[src/rtl/alu.sv]
// rtl/alu.sv - registered two-operand add/and unit with carry and zero flags
module alu #(
  parameter int WIDTH = 2
) (
  input  logic             clk,
  input  logic             rst,
  input  logic             in_valid,
  input  logic [WIDTH-1:0] ain,
  input  logic [WIDTH-1:0] bin,
  input  logic             sel,
  output logic [WIDTH-1:0] zout,
  output logic             carry,
  output logic             zero,
  output logic             out_valid
);

  logic [WIDTH-1:0] add_sum;
  logic             add_carry;
  logic [WIDTH-1:0] and_res;
  logic [WIDTH-1:0] next_z;
  logic             next_carry;

  // Bitwise ripple-carry adder: each sum bit depends only on its own operand
  // bits and the incoming carry, so known low bits stay known even when
  // higher operand bits are unknown (a vector '+' would smear X everywhere).
  always_comb begin
    logic [WIDTH:0] c;
    c       = '0;
    add_sum = '0;
    for (int i = 0; i < WIDTH; i++) begin
      add_sum[i] = ain[i] ^ bin[i] ^ c[i];
      c[i+1]     = (ain[i] & bin[i]) | (c[i] & (ain[i] ^ bin[i]));
    end
    add_carry = c[WIDTH];
  end

  // Bitwise AND path; carry is forced low for this operation.
  always_comb begin
    and_res = ain & bin;
  end

  // Operation select feeding the output registers.
  always_comb begin
    next_z     = add_sum;
    next_carry = add_carry;
    if (sel) begin
      next_z     = and_res;
      next_carry = 1'b0;
    end
  end

  // Output registers: reset clears everything, idle cycles hold the last
  // result and flags, and out_valid pulses once per accepted operation.
  always_ff @(posedge clk) begin
    if (rst) begin
      zout      <= '0;
      carry     <= 1'b0;
      zero      <= 1'b0;
      out_valid <= 1'b0;
    end else begin
      out_valid <= in_valid;
      if (in_valid) begin
        zout  <= next_z;
        carry <= next_carry;
        zero  <= ~|next_z;
      end
    end
  end

endmodule

[config.mk]
export PLATFORM = sky130hd
export DESIGN_NAME = alu
export DESIGN_NICKNAME = d
export VERILOG_FILES = /design/src/rtl/alu.sv
export SDC_FILE = /design/constraint.sdc
export NUM_CORES = 1
export LEC_CHECK = 0
export ABC_AREA = 1
export CORE_AREA = 2 2 39 41
export DETAILED_ROUTE_END_ITERATION = 10
export DIE_AREA = 0 0 41 43
export GPL_TIMING_DRIVEN = 0
export PLACE_DENSITY = 0.56
export RECOVER_POWER = 100
export SLEW_MARGIN = 40
export SYNTH_ARGS = -nofsm -noshare
export SYNTH_HDL_FRONTEND = slang
export SYNTH_SLANG_ARGS = --single-unit
[constraint.sdc]
create_clock -name clk -period 1.7 [get_ports clk]
set_input_delay 0.255 -clock clk [delete_from_list [all_inputs] [get_ports clk]]
set_output_delay 0.255 -clock clk [all_outputs]
set_load 0.01 [all_outputs]
==> impl_results.md <==
- Status: finished, final reports clean
- Post-synthesis mux area share: 0%
- Die Wd: around 41 um
- Diodes inserted: 0
- Share of layout cells above drive strength 1: approximately an eighth
- Total track usage: 8.94%
- RSZ-0062 raised after global routing: no
- Final Non-Filler Cells: 64
- Post-CTS Hold Buffers: 0
- Top Metal Used: met4
- Fin. Hold Viols: 0
- R2R depth: 3
- EDFF count, synth: 0
- CTS tree: yes
- Hold wc startpoint: zero$_SDFFE_PP0P_
- Synth Register Bits: 5
- Top-Level Pins: 13
- DRT Pass-1 Iters: 3
- Core area: between 1000 and 1500 um2
- Fin. max-slew vios: 0
- Synth Warn #: 0
- Crit Path Max Fanout: 2
- Synth Area in Compound Gates: about 14%
- Vias in the first global route: between 200 and 250
- RR Startpoint: zout[0]$_SDFFE_PP0P_
- Element type at the critical path start: input port
- Pwr Density: 773 nW/um2
- Layout Nets: 61
- Max_cap viols: 0
- Bufs and invs on worst path: 2
- First-pass GRT wire length: around 970 um
- Post-DP HPWL: between 400 and 500 um
- Worst path cell trace: clkdlybuf4s50_1, ha_1, fa_1, inv_1, nor2_1, nor2_2, nand2_1, a21oi_2
- Post-route clock period utilization: 92.5%
- Fmax: 0.636 GHz
- Largest net degree at the start of global routing: 7
- Worst slack, placed: -0.135 ns
- # Post-CTS Setup Buffers: 0
- Die area: around 1800 um2
- Worst Hold Class: reg2reg
- Via count: 254
- WP data required: between 1.5 and 2 ns
- Worst R2R End: zout[0]$_SDFFE_PP0P_
- Row count: 14
- Largest family of logic cells by synthesized area: adder cells
- Remaining antenna violation count: 0
- Final setup viols: 0
- Critical Path AT: 1.75 ns
- Origin of the worst setup path: ain[0]
- Vias per inst: just under 4
- Synth Area in XOR/XNOR: 0%
- Hold path depth: 2
- Worst slew pin tran: approximately 0.23 ns
- Final Critical Period: around 1.6 ns
- Seq/Total Area, Yosys: approximately two fifths
- Synth area leader: dfxtp_1
- Rel. slew slack: 84.7%
- Area fraction of the dominant cell type after synthesis: between 30% and 40%
- Cell class contributing the biggest share of worst-path delay: adder cells
- Slowest stage delay, CP: roughly 0.43 ns
- Initial antenna violation count: 0
- IO Port Bufs: 12
- Post-layout util: a little under a third
- Ys async rst share: 0%
- Htree depth: 1
- Worst setup EP type: flop
- Count leader, synth: nand2_1
- DRT met1 WL: approximately 240 um
- Clock transition at path regs: 0.04 ns
- PnR Total Power: roughly 0.33 mW
- Setup TNS: 0 ns
- # fillers: approximately 160
- Post-CTS sizing: 0
- Area Growth Syn to Fin: 63.6%
- Adder-cell share of the synthesized area: between 20 and 25%
- Hold Path Sink: zero$_SDFFE_PP0P_
- Initial core utilization: 18.9%
- Final worst setup slack: 0.128 ns
- Worst path slowest cell: clkdlybuf4s50_1
- Synth cell count leaders: nand2_1 (6), dfxtp_1 (5), inv_1 (5), nor2_1 (5)
- Clock buffer depth: 2
- Syn nets: 44
- Met2 wire len: around 250 um
- Placed instance count: 60
- Final Skew: 0 ns
- Library cells used by synthesis: 11
- LEAKAGE: 0.206 nW
- Drt total wl: 558 um
- Synth Area in Simple Gates: between 10% and 20%
- RD Place Congestion: between 0.6 and 0.7
- FF-to-FF setup slack: 1.02 ns
- Avg Inst Size Synth: just over 8 um2
- Synth top area cells: dfxtp_1 (38%), ha_1 (14%), nand2_1 (8.6%)
- 1st-iter DRT viols: 2
- Cell area after synthesis: ~260 um2
- CTS sink count: 5
- WL per Instance: 8.72 um
- Num CTS Buffers: 3
- Crit path kind: in2reg
- Die Y: between 40 and 50 um
- Clk root buf: clkbuf_4
- Crit path depth: 8
- Met3 wire len: roughly 54 um
- Most common flop cell mapped by yosys: dfxtp_1
- Syn Inst Count: 32
- Peak supply drop: about 0.00036 V
- DRC violation count after routing: 0
- Total gr overflow: 0
- Clk_lat worst skew: around 0.24 ns
worst max path at each step:
| stage | end | slack, ns |
|---|---|---|
| after floorplan | zero$_SDFFE_PP0P_ | 0.39 |
| after CTS | zero$_SDFFE_PP0P_ | 0.12 |
| after global routing | zero$_SDFFE_PP0P_ | 0.03 |
| after detailed placement | zero$_SDFFE_PP0P_ | -0.14 |
| after global placement | zero$_SDFFE_PP0P_ | -0.13 |
| final | zero$_SDFFE_PP0P_ | 0.13 |
cells by family after synthesis:
kind of cell,count (synthesis)
and+or+nand+nor,12
AOI/OAI and AO/OA,6
buffers and inverters,5
DFF,5
adders and majority gates,4
registers in the layout, indices dropped and copies added (netlist names):
name / cells
carry: 1
zero: 1
zout: 2
out_valid: 1
metrics by stage:
| stage | cell area (um2) | hold WS [ns] |
|---|---|---|
| floorplan | 262 | 0.317 |
| global placement | 402 | 0.472 |
| detailed placement | 402 | 0.473 |
| CTS | 428 | 0.479 |
| global route | 428 | 0.495 |
| finish | 428 | 0.473 |
power by group:
part	leakage, nW	internal, mW	switching, mW
Clock	0.0150	0.0888	0.0497
Sequential	0.0413	0.125	0.00280
Combinational	0.150	0.0352	0.0292
cell type report:
type	instances	area, um2	share of cell area [%]
clock buffers	4	26.3	6.14
inverters	5	18.8	4.39
repair buffers	12	120	28.1
flip-flops and latches	5	100	23.4
well taps	16	20.0	4.68
multi-input cells	22	143	33.3
worst min-delay path: stages, from the launching register on:
cell and delay [ns]:
dfxtp_1 0.30, nand2_1 0.08, a21oi_2 0.05
cells in the final DEF, fill, tap and decap left out:
cell type        n
a21o_2           1
a21oi_1          1
o21ai_0          3
nor2_2           1
inv_1            5
nor2_1           5
clkbuf_4         3
clkbuf_1         1
dlygate4sd3_1    6
clkdlybuf4s50_1  6
dfxtp_1          5
ha_1             3
fa_1             1
a21oi_2          1
nand2_1          6
layer usage:
metal | up-vias | track usage [%]
met2 | 9 | 12.2
met5 | - | 0
met3 | 5 | 7.85
met4 | 0 | 6.00
met1 | 109 | 8.39
li1 | 131 | -
Power figures use the tool's default switching activity.
